--- src/rtl/counter.sv ---
// Free-running modulo up-counter with asynchronous active-low reset.
// Optional `COUNTER_RST_SYNC_EN adds a 2-flop reset-release synchronizer.
module counter #(
  parameter int unsigned      WIDTH       = 4,
  parameter longint unsigned  MODULUS     = 64'd1 << WIDTH,
  parameter int unsigned      STEP        = 1,
  parameter int unsigned      RESET_VALUE = 0
) (
  input  logic             clk,
  input  logic             reset,
  output logic [WIDTH-1:0] count
);

  localparam logic [WIDTH:0]   ModW   = MODULUS[WIDTH:0];
  localparam logic [WIDTH:0]   StepW  = (WIDTH + 1)'(STEP);
  localparam logic [WIDTH-1:0] RstVal = WIDTH'(RESET_VALUE);

  logic [WIDTH-1:0] count_q, count_d;
  logic [WIDTH:0]   sum;
  logic             run;

  // One extra bit so count + STEP can never overflow silently before the wrap compare.
  always_comb begin
    sum = {1'b0, count_q} + StepW;
    if (sum >= ModW) begin
      count_d = WIDTH'(sum - ModW);
    end else begin
      count_d = sum[WIDTH-1:0];
    end
  end

`ifdef COUNTER_RST_SYNC_EN
  logic [1:0] rst_sync_q;

  // Assertion is asynchronous; release ripples through two flops before counting starts.
  always_ff @(posedge clk or negedge reset) begin
    if (!reset) begin
      rst_sync_q <= 2'b00;
    end else begin
      rst_sync_q <= {rst_sync_q[0], 1'b1};
    end
  end

  assign run = rst_sync_q[1];
`else
  assign run = 1'b1;
`endif

  always_ff @(posedge clk or negedge reset) begin
    if (!reset) begin
      count_q <= RstVal;
    end else if (run) begin
      count_q <= count_d;
    end
  end

  assign count = count_q;

endmodule

--- config.mk ---
export PLATFORM = sky130hd
export DESIGN_NAME = counter
export DESIGN_NICKNAME = d
export VERILOG_FILES = /design/src/rtl/counter.sv
export SDC_FILE = /design/constraint.sdc
export NUM_CORES = 1
export LEC_CHECK = 0
export ABC_AREA = 1
export BUFFER_PORTS_ARGS = -buffer_cell sky130_fd_sc_hd__buf_2
export CAP_MARGIN = 20
export CORE_AREA = 3 3 40 42
export CTS_BUF_LIST = sky130_fd_sc_hd__clkbuf_8
export DETAILED_ROUTE_END_ITERATION = 16
export DIE_AREA = 0 0 43 45
export GPL_ROUTABILITY_DRIVEN = 1
export HOLD_SLACK_MARGIN = 0.02
export SLEW_MARGIN = 20
export SYNTH_ARGS = -nofsm -noshare
export SYNTH_HDL_FRONTEND = slang
export SYNTH_SLANG_ARGS = --single-unit
--- constraint.sdc ---
create_clock -name clk -period 1.3 [get_ports clk]
set_clock_uncertainty 0.15 [all_clocks]
set_input_delay 0.13 -clock clk [delete_from_list [all_inputs] [get_ports clk]]
set_output_delay 0.13 -clock clk [all_outputs]
set_load 0.01 [all_outputs]
### Word level (Yosys, flattened, before mapping)

Cells that the tools add are included.

* input port bits: 2
* latch bits: 0
* output and inout bits: 4
* memories kept: 0
* register bits: 4
* bits in read-only memories: 0
* RAM bits: 0

* muxes and demuxes: 1
* bitwise gates (word level): 0
* reduce and logical (&&, ||, !) cells: 0
* add/subtract/negate cells: 2
* multipliers: 0
* equal/unequal tests: 0
* order comparisons: 1
* divide/modulo/power cells: 0
* shifts and indexed selects: 0

Operators by type and width (count)
* 4-bit by 1-bit adder with 5-bit output (second input constant): 1
* 5-bit >= comparator (second input constant): 1
* 4-bit two-way mux: 1
* 4-bit by 1-bit subtractor with 4-bit output (second input constant): 1

### Longest topological paths before layout

Gate-level depths: netlist of the first run.

* depth after elaboration: 3
* depth in mapped cells: 3

### Least setup slack after synthesis of the first run

No wires, ideal clock.

* path kind: register to register
* start point: reg count_q[0] (netlist: count[0])
* end point: reg count_q[2] (netlist: count[2])
* setup time: 0.131 ns
* cell stages (with the launch flop): 3
* arrival time: 0.793 ns
* period minus slack after synthesis: 1.074 ns
* setup slack: 0.226 ns
* required time: 1.019 ns
* buffers on the path: 0
* cells stage by stage: dfrtp_1 > ha_1 > xor2_1

* longest elaborated chain between the ends: 3
* elaborated cells between the ends (all ways): 4
* those cells by class: add/sub: 2; order compare: 1; mux: 1

RTL lines
* from (decl): line 18 `logic [WIDTH-1:0] count_q, count_d;`
* from (signal assigned): line 51 `count_q <= RstVal;`
* from (signal assigned): line 53 `count_q <= count_d;`
* 4-bit by 1-bit adder with 5-bit output *: line 24 `sum = {1'b0, count_q} + StepW;`
* 4-bit by 1-bit subtractor with 4-bit output / 5-bit >= comparator (equally long branches): line 26, 25
* 4-bit two-way mux *: line 25 `if (sum >= ModW) begin`
* via count_d[2]: line 18

The timed path passes the listed nets; every way through them passes the cells marked *.

### Worst setup path in the final report of the first run

* start point: reg count_q[0] (netlist: count[0])
* end point: out count[0]

RTL lines
* to (decl): line 11 `output logic [WIDTH-1:0] count`

No word-level cell between the ends.

==> results.sh, run 1 <==
export IMPL_ys_ff_latch=4
export IMPL_rows=13
export IMPL_gp_congestion=0.7242
export IMPL_syn_inst=12
export IMPL_power_internal_mw=0.3255
export IMPL_synth_edff_count=0
export IMPL_cp_data_arrival_time_ns=0.79
export IMPL_hp_class="in -> async"
export IMPL_cts_tree="done"
export IMPL_path_max_fanout=5
export IMPL_r2r_start="count[0]"
export IMPL_n_antenna_cell=0
export IMPL_nNetsFinal=26
export IMPL_async_reset_ff_share_pct=100.0
export IMPL_clock_latency_ns=0.21
export IMPL_cpMaxStageDelayCell="dfrtp_1"
export IMPL_synth_area_top_cells="dfrtp_1, ha_1, xor2_1"
export IMPL_htreeDepth=1
export IMPL_cts_setup_buffers=0
export IMPL_layoutNonFillerInstCount=36
export IMPL_fin_tns_setup_ns=0
export IMPL_p_sw_mw=0.06280
export IMPL_area_delta_synth_final_pct=64.41
export IMPL_io_buffers=5
export IMPL_critPathMaxStageDelay_ns=0.41
export IMPL_hpwl_um=195.1
export IMPL_die_area_mm2=0.001935
export IMPL_clockPowerShare_pct=66.3
export IMPL_cpLargestDelayFamily="flip-flops"
export IMPL_p_leak_nw=0.1355
export IMPL_ir_worst_vdd_uv=211.0
export IMPL_syn_num_nets=15
export IMPL_fin_util_pct=18.89
export IMPL_die_x_um=43
export IMPL_min_period_ns=1.069
export IMPL_dp_slack_ns=0.2374
export IMPL_power_density_mw_per_mm2=1600
export IMPL_setup_ws_ns=0.2311
export IMPL_ys_seq_area_share_pct=67.80
export IMPL_r2r_slack_ns=0.24
export IMPL_finalHoldViolations=0
export IMPL_synth_top_area_share_pct=67.80
export IMPL_clk_pin_slew_ns=0.03
export IMPL_grt_max_degree=6
export IMPL_critPathCaptureType="output port"
export IMPL_avgSynthCellArea_um2=12.30
export IMPL_first_iter_violations=0
export IMPL_p_comb_share_pct=1.4
export IMPL_globalRoute_totalOverflow=0
export IMPL_crit_start="count[0]"
export IMPL_drive_gt1_share_pct=38.10
export IMPL_synth_commonest_cells="dfrtp_1, inv_1, nand2_1"
export IMPL_placedCellCount=32
export IMPL_yosys_warnings=0
export IMPL_crit_type="reg -> out"
export IMPL_crit_chain="buf_2"
export IMPL_yosysMostFrequentCell="dfrtp_1"
export IMPL_coreArea_mm2=0.001285
export IMPL_antenna_found_initial=0
export IMPL_largest_reg_flops=4
export IMPL_drv_cap=0
export IMPL_timing_fmax_ghz=0.9356
export IMPL_grt_setup_unrepaired="false"
export IMPL_cts_buffers_inserted=3
export IMPL_vias=116
export IMPL_cp_num_buf_inv=1
export IMPL_finalSetupViolations=0
export IMPL_grt_usage_pct=4.431
export IMPL_maxSlewViolCount=0
export IMPL_dieHeight_um=45
export IMPL_final_cell_area_um2=242.7
export IMPL_dpl_cell_area_um2=191.4
export IMPL_grt_pass1_wl_um=476
export IMPL_firstDrtPassIters=1
export IMPL_avgViaCountPerCell=3.222
export IMPL_clk_path_buf_depth=2
export IMPL_yosys_most_used_dff="dfrtp_1"
export IMPL_initial_utilization_pct=11.49
export IMPL_synth_distinct_cells=7
export IMPL_hold_ws_ns=0.09928
export IMPL_tightest_slew_ns=0.1644
export IMPL_wl_um=287
export IMPL_cts_sinks=4
export IMPL_syn_area_um2=147.6
export IMPL_boundaryPins=6
export IMPL_grt_pass1_vias=123
export IMPL_drc=0
export IMPL_totalPowerFinal_mw=0.3883
export IMPL_seqPwrFrac_pct=32.3
export IMPL_ctsRootBufferMaster="clkbuf_8"
export IMPL_p_sw_share_pct=16.17
export IMPL_drtAntennaViolNets=0
export IMPL_slew_headroom_pct=89.04
export IMPL_netlist_top_cell_by_area="dfrtp_1"
export IMPL_status="finished, final reports clean"
export IMPL_critPathRequiredTime_ns=1.02
export IMPL_min_period_over_period_pct=82.22
export IMPL_worstSetupStartpointType="flip-flop"
export IMPL_wire_per_inst_um=7.972
cell type report:
type                    instances  area [um^2]
fillers                       143         1042
flip-flops and latches          4        100.1
clock buffers                   3        41.29
multi-input cells               6        40.04
repair buffers                  6        35.03
well taps                      15        18.77
inverters                       2        7.507
cell families after synthesis:
family / count (synthesis) / share of synthesized area, %
xor gates and xnor gates: 1 / 5.933
adders and majority gates: 1 / 8.473
buffers and inverters: 2 / 5.087
DFF: 4 / 67.80
and+or+nand+nor: 4 / 12.71
power groups by stage:
stage          clock network [mW]  registers [mW]    logic [mW]
3_5_place_dp                    0           0.127       0.00342
3_3_place_gp                    0           0.127       0.00344
4_1_cts                     0.269           0.125       0.00573
5_1_grt                     0.273           0.125       0.00640
2_1_floorplan                   0           0.127  0.0000000350
6_report                    0.257           0.125       0.00553
layout by cell type, fill, tap and decap left out:
cell and count:
nand3_1 1, ha_1 1, dfrtp_1 4, nand2_1 2, xor2_1 1, clkbuf_8 3
inv_1 2, dlygate4sd3_1 1, nand4_1 1, buf_2 5
final timing paths:
| path | end | cells after the start |
|---|---|---|
| worst min-delay path | count[2] | 2 |
| max in group asynchronous | count[0] | 2 |
| worst max-delay path | count[0] | 1 |
| min in group clk | count[3] | 2 |
| worst max register to register | count[2] | 2 |
| worst min register to register | count[3] | 2 |
routing by layer:
layer	part of all wire [%]	track usage, %	routed length (um)
met1	41	2.683	117
met2	36	5.389	103
met3	17	3.586	50
met4	5.9	9.036	17
met5	0	0	0
what timing repair did:
| item | 4_1_cts | 5_1_grt |
|---|---|---|
| hold buffers | 1 | 0 |
| gates resized for setup | 0 | 0 |
| hold endpoints to repair | 4 | 0 |
(Power assumes the default switching activity.)
==> inputs of run 2 (changes only) <==
==> constraint.sdc (replaced) <==
create_clock -name clk -period 0.9 [get_ports clk]
set_clock_uncertainty 0.15 [all_clocks]
set_input_delay 0.09 -clock clk [delete_from_list [all_inputs] [get_ports clk]]
set_output_delay 0.09 -clock clk [all_outputs]
set_load 0.01 [all_outputs]
==> run 2 against run 1 <==
Hold slack got worse by 0.029 ns. Combinational power increased by 56%. Clock power increased by 52%. First-iteration DRC count increased by 1. Non-clock buffer count increased by 8. Clock-buffer cell count unchanged. The flow now finishes with violations (setup timing). Total power increased by 50%. Sequential share of layout area decreased by 13 points.
==> results.sh, run 2 (same netlist as run 1, synthesis figures left out) <==
export IMPL_first_iter_violations=1
export IMPL_grt_pass1_vias=169
export IMPL_cts_tree="done"
export IMPL_drive_gt1_share_pct=66.67
export IMPL_clk_path_buf_depth=2
export IMPL_grt_max_degree=5
export IMPL_grt_setup_unrepaired="true"
export IMPL_antenna_found_initial=0
export IMPL_clockPowerShare_pct=67.3
export IMPL_ctsRootBufferMaster="clkbuf_8"
export IMPL_dp_slack_ns=-0.08124
export IMPL_vias=158
export IMPL_critPathMaxStageDelay_ns=0.40
export IMPL_hpwl_um=203
export IMPL_htreeDepth=1
export IMPL_wire_per_inst_um=9.289
export IMPL_p_comb_share_pct=1.5
export IMPL_coreArea_mm2=0.001285
export IMPL_n_antenna_cell=0
export IMPL_globalRoute_totalOverflow=0
export IMPL_crit_type="reg -> out"
export IMPL_clock_latency_ns=0.22
export IMPL_layout_commonest_cell="buf_6"
export IMPL_maxSlewViolCount=0
export IMPL_use_met1_pct=4.369
export IMPL_finalSetupViolations=7
export IMPL_rows=13
export IMPL_wl_um=418
export IMPL_initial_utilization_pct=11.49
export IMPL_finalHoldViolations=0
export IMPL_die_area_mm2=0.001935
export IMPL_min_period_over_period_pct=121.1
export IMPL_area_delta_synth_final_pct=142.4
export IMPL_io_buffers=5
export IMPL_p_sw_mw=0.1038
export IMPL_timing_fmax_ghz=0.9175
export IMPL_grt_usage_pct=5.175
export IMPL_cts_sinks=4
export IMPL_cpMaxStageDelayCell="dfrtp_2"
export IMPL_ir_worst_vdd_uv=640.2
export IMPL_firstDrtPassIters=2
export IMPL_r2r_slack_ns=-0.17
export IMPL_boundaryPins=6
export IMPL_crit_top_cell="buf_6"
export IMPL_fin_tns_setup_ns=-0.9227
export IMPL_largest_reg_flops=4
export IMPL_nNetsFinal=34
export IMPL_grt_busiest_layer="met2"
export IMPL_violations="setup timing"
export IMPL_drv_cap=0
export IMPL_totalPowerFinal_mw=0.5806
export IMPL_clk_pin_slew_ns=0.03
export IMPL_grt_met3_usage_pct=5.976
export IMPL_dieHeight_um=45
export IMPL_r2r_start="count[1]"
export IMPL_crit_cells=2
export IMPL_tightest_slew_ns=0.1032
export IMPL_rr_worst_depth=3
export IMPL_critPathRequiredTime_ns=0.66
export IMPL_worstSetupStartpointType="flip-flop"
export IMPL_gp_congestion=0.6755
export IMPL_grtUsageMet2_pct=6.886
export IMPL_cpLargestDelayFamily="flip-flops"
export IMPL_p_leak_nw=0.1896
export IMPL_drc=0
export IMPL_avgViaCountPerCell=3.511
export IMPL_path_max_fanout=3
export IMPL_p_sw_share_pct=17.88
export IMPL_setup_ws_ns=-0.1900
export IMPL_die_x_um=43
export IMPL_critPathCaptureType="output port"
export IMPL_cp_data_arrival_time_ns=0.85
export IMPL_final_cell_mix="buf_6, inv_1, clkbuf_8, buf_2, buf_4"
export IMPL_crit_chain="buf_6, buf_6"
export IMPL_slew_headroom_pct=93.09
export IMPL_cts_buffers_inserted=3
export IMPL_power_density_mw_per_mm2=1623
export IMPL_drtAntennaViolNets=0
export IMPL_grt_pass1_wl_um=634
export IMPL_timing_rr_end="count[2]"
export IMPL_min_period_ns=1.090
export IMPL_status="finished, violations left"
export IMPL_hold_ws_ns=0.07067
export IMPL_seqPwrFrac_pct=31.2
export IMPL_hp_class="in -> async"
export IMPL_cp_num_buf_inv=2
export IMPL_power_internal_mw=0.4768
[run 2: changes by cell type in the layout (fill, tap and decap cells not counted), sizes merged]
cell | previous run | this run
inv | 2 | 3
buf | 5 | 13
[run 2: area by class of cell]
type / instances / area (um^2)
multi-input combinational: 6 / 57.56
sequential: 4 / 102.6
timing repair buffer: 14 / 126.4
fill: 138 / 927.1
inverter: 2 / 7.507
clock buffer: 3 / 41.29
clock inverter: 1 / 3.754
tap: 15 / 18.77
[run 2: repair_timing]
| item | 4_1_cts | 5_1_grt |
|---|---|---|
| resized for setup | 5 | 3 |
| hold endpoints to repair | 4 | 0 |
| buffers inserted | 5 | 1 |
| endpoints found under the setup margin | 7 | 7 |
| pin swaps | 2 | 3 |
| hold buffers | 1 | 0 |
[run 2: worst max path at each step]
stage,from,to,slack [ns]
after floorplan,count[0],count[2],-0.12
after global placement,count[1],count[2],-0.08
after detailed placement,count[1],count[2],-0.08
after CTS,count[0],count[0],-0.19
after global routing,count[0],count[0],-0.22
final,count[0],count[0],-0.19
[run 2: through the flow]
stage	instances	utilization (%)	area [um^2]
floorplan	12	-	162.7
global placement	34	17.23	221.5
detailed placement	34	17.23	221.5
CTS	44	26.29	337.8
global route	45	27.85	357.8
finish	45	27.85	357.8
[run 2: per-layer routing]
layer | vias up | share of wire (%)
met5 | - | 0
met4 | 0 | 0
met2 | 6 | 53
met3 | 0 | 8.1
met1 | 78 | 39
li1 | 74 | -
[run 2: power groups by stage]
stage / clock [mW] / sequential [mW] / combinational [mW]
2_1_floorplan: 0 / 0.183 / 0.0000000359
3_3_place_gp: 0 / 0.183 / 0.00521
3_5_place_dp: 0 / 0.183 / 0.00510
4_1_cts: 0.408 / 0.181 / 0.00851
5_1_grt: 0.427 / 0.181 / 0.00935
6_report: 0.391 / 0.181 / 0.00862
[run 2: worst register-to-register path, cell delays in order, from the launching register on]
cell and delay (ns):
dfrtp_2 0.40, buf_6 0.12, ha_4 0.14, xor2_1 0.14
==> inputs of run 3 (changes only) <==
--- a/config.mk
+++ b/config.mk
@@ -5,9 +5,8 @@
 export SDC_FILE = /design/constraint.sdc
 export NUM_CORES = 1
 export LEC_CHECK = 0
-export ABC_AREA = 1
 export BUFFER_PORTS_ARGS = -buffer_cell sky130_fd_sc_hd__buf_2
-export CAP_MARGIN = 20
+export CAP_MARGIN = 30
 export CORE_AREA = 3 3 40 42
 export CTS_BUF_LIST = sky130_fd_sc_hd__clkbuf_8
 export DETAILED_ROUTE_END_ITERATION = 16
==> run 3 against run 2 <==
The run still ends with setup timing left. Cell area shrank 10%. Register-to-register slack is essentially flat. Critical path depth is the same. Largest cell class is now sequential cells. Largest power group unchanged. Highest routed layer is now met4.
==> results.sh, run 3 <==
export IMPL_hp_class="in -> async"
export IMPL_cts_tree="done"
export IMPL_drtAntennaViolNets=0
export IMPL_finalSetupViolations=7
export IMPL_syn_inst=9
export IMPL_grt_max_degree=5
export IMPL_grtUsageMet2_pct=8.084
export IMPL_grt_pass1_wl_um=579
export IMPL_clk_pin_slew_ns=0.03
export IMPL_cts_sinks=4
export IMPL_globalRoute_totalOverflow=0
export IMPL_timing_rr_end="count[2]"
export IMPL_ys_seq_area_share_pct=69.57
export IMPL_synth_top_area_share_pct=69.57
export IMPL_p_leak_nw=0.1624
export IMPL_avgViaCountPerCell=3.263
export IMPL_initial_utilization_pct=11.20
export IMPL_area_delta_synth_final_pct=123.5
export IMPL_min_period_ns=1.088
export IMPL_fill_cells=136
export IMPL_largest_reg_flops=4
export IMPL_use_met1_pct=2.683
export IMPL_path_max_fanout=3
export IMPL_netlist_top_cell_by_area="dfrtp_1"
export IMPL_setup_ws_ns=-0.1883
export IMPL_synth_distinct_cells=6
export IMPL_clock_latency_ns=0.21
export IMPL_grt_met3_usage_pct=3.586
export IMPL_rr_worst_depth=3
export IMPL_min_period_over_period_pct=120.9
export IMPL_hold_ws_ns=0.05884
export IMPL_status="finished, violations left"
export IMPL_boundaryPins=6
export IMPL_wl_um=342
export IMPL_syn_num_nets=12
export IMPL_synth_area_top_cells="dfrtp_1, ha_1, nand3_2"
export IMPL_vias=124
export IMPL_ys_ff_latch=4
export IMPL_violations="setup timing"
export IMPL_timing_fmax_ghz=0.9189
export IMPL_finalHoldViolations=0
export IMPL_yosysMostFrequentCell="dfrtp_1"
export IMPL_cp_data_arrival_time_ns=0.85
export IMPL_critPathCaptureType="output port"
export IMPL_die_x_um=43
export IMPL_rows=13
export IMPL_grt_pass1_vias=143
export IMPL_power_density_mw_per_mm2=1744
export IMPL_r2r_start="count[0]"
export IMPL_firstDrtPassIters=1
export IMPL_maxSlewViolCount=0
export IMPL_htreeDepth=1
export IMPL_critPathMaxStageDelay_ns=0.40
export IMPL_clk_path_buf_depth=2
export IMPL_dieHeight_um=45
export IMPL_syn_area_um2=143.9
export IMPL_cts_buffers_inserted=3
export IMPL_layout_commonest_cell="buf_6"
export IMPL_avgSynthCellArea_um2=15.99
export IMPL_antenna_found_initial=0
export IMPL_nNetsFinal=28
export IMPL_grt_setup_unrepaired="true"
export IMPL_critPathRequiredTime_ns=0.66
export IMPL_gp_congestion=0.7538
export IMPL_slew_headroom_pct=90.91
export IMPL_multi_input_area_um2=52.55
export IMPL_fin_util_pct=25.02
export IMPL_io_buffers=5
export IMPL_ir_worst_vdd_uv=361.3
export IMPL_coreArea_mm2=0.001285
export IMPL_crit_type="reg -> out"
export IMPL_n_antenna_cell=0
export IMPL_die_area_mm2=0.001935
export IMPL_first_iter_violations=0
export IMPL_yosys_most_used_dff="dfrtp_1"
export IMPL_drive_gt1_share_pct=73.91
export IMPL_crit_top_cell="buf_6"
export IMPL_drc=0
export IMPL_yosys_warnings=0
export IMPL_async_reset_ff_share_pct=100.0
export IMPL_wire_per_inst_um=9.000
export IMPL_crit_chain="buf_6, buf_6"
export IMPL_grt_usage_pct=5.184
export IMPL_final_seq_area_um2=102.6
export IMPL_synth_edff_count=0
export IMPL_final_cell_mix="buf_6, clkbuf_8"
export IMPL_tightest_slew_ns=0.1354
export IMPL_grt_busiest_layer="met4"
export IMPL_worstSetupStartpointType="flip-flop"
export IMPL_cpMaxStageDelayCell="dfrtp_2"
export IMPL_ctsRootBufferMaster="clkbuf_8"
export IMPL_r2r_slack_ns=-0.16
export IMPL_drv_cap=0
run 3: cells by family after synthesis:
| family | count (synthesis) | synth area share [%] |
|---|---|---|
| xor gates and xnor gates | 2 | 12.18 |
| adders and majority gates | 1 | 8.694 |
| buffers and inverters | 1 | 2.606 |
| DFF | 4 | 69.57 |
| and+or+nand+nor | 1 | 6.957 |
run 3: worst max-delay path by stage:
stage,endpoint,start,slack [ns],depth (start not counted)
floorplan,count[2],count[0],-0.12,2
global placement,count[2],count[1],-0.09,2
detailed placement,count[2],count[1],-0.10,2
CTS,count[0],count[0],-0.19,2
global route,count[0],count[0],-0.22,2
finish,count[0],count[0],-0.19,2
run 3: power breakdown:
part	total [mW]	switching, mW	leakage [nW]	internal [mW]
logic	0.00811	0.00371	0.0910	0.00440
clock network	0.372	0.0870	0.0216	0.285
registers	0.181	0	0.0499	0.181
run 3: area by class of cell:
cell class,instances,area share [%]
inverters,1,1.167
flip-flops and latches,4,31.91
repair buffers,11,31.91
multi-input cells,4,16.34
well taps,15,5.837
clock buffers,3,12.84
run 3: repair_timing:
item | in CTS | in global routing
endpoints found under the hold margin | 4 | 0
gates resized for setup | 4 | 2
hold buffers | 1 | 0
endpoints found under the setup margin | 7 | 7
buffers inserted | 2 | 1
pin swaps | 1 | 0
run 3: through the flow:
| stage | setup slack (ns) | TNS (ns) | area (um^2) | std cells | total power [mW] |
|---|---|---|---|---|---|
| floorplan | -0.1203 | -0.1562 | 158.9 | 9 | 0.1831 |
| global placement | -0.08785 | -0.1426 | 217.7 | 31 | 0.1874 |
| detailed placement | -0.1036 | -0.2124 | 217.7 | 31 | 0.1882 |
| CTS | -0.1923 | -0.8168 | 304.0 | 37 | 0.5756 |
| global route | -0.2170 | -0.9333 | 321.6 | 38 | 0.5900 |
| finish | -0.1883 | -0.7536 | 321.6 | 38 | 0.5608 |
run 3: metal layers:
| metal | vias up | wire length (um) |
|---|---|---|
| met5 | - | 0 |
| met4 | 0 | 14 |
| met3 | 2 | 49 |
| met2 | 8 | 172 |
| met1 | 57 | 106 |
| li1 | 57 | - |
run 3: critical path, delay by kind of cell (launching register included):
family	cells	cell delay, ns
flip-flops	1	0.40
buffers and inverters	2	0.23
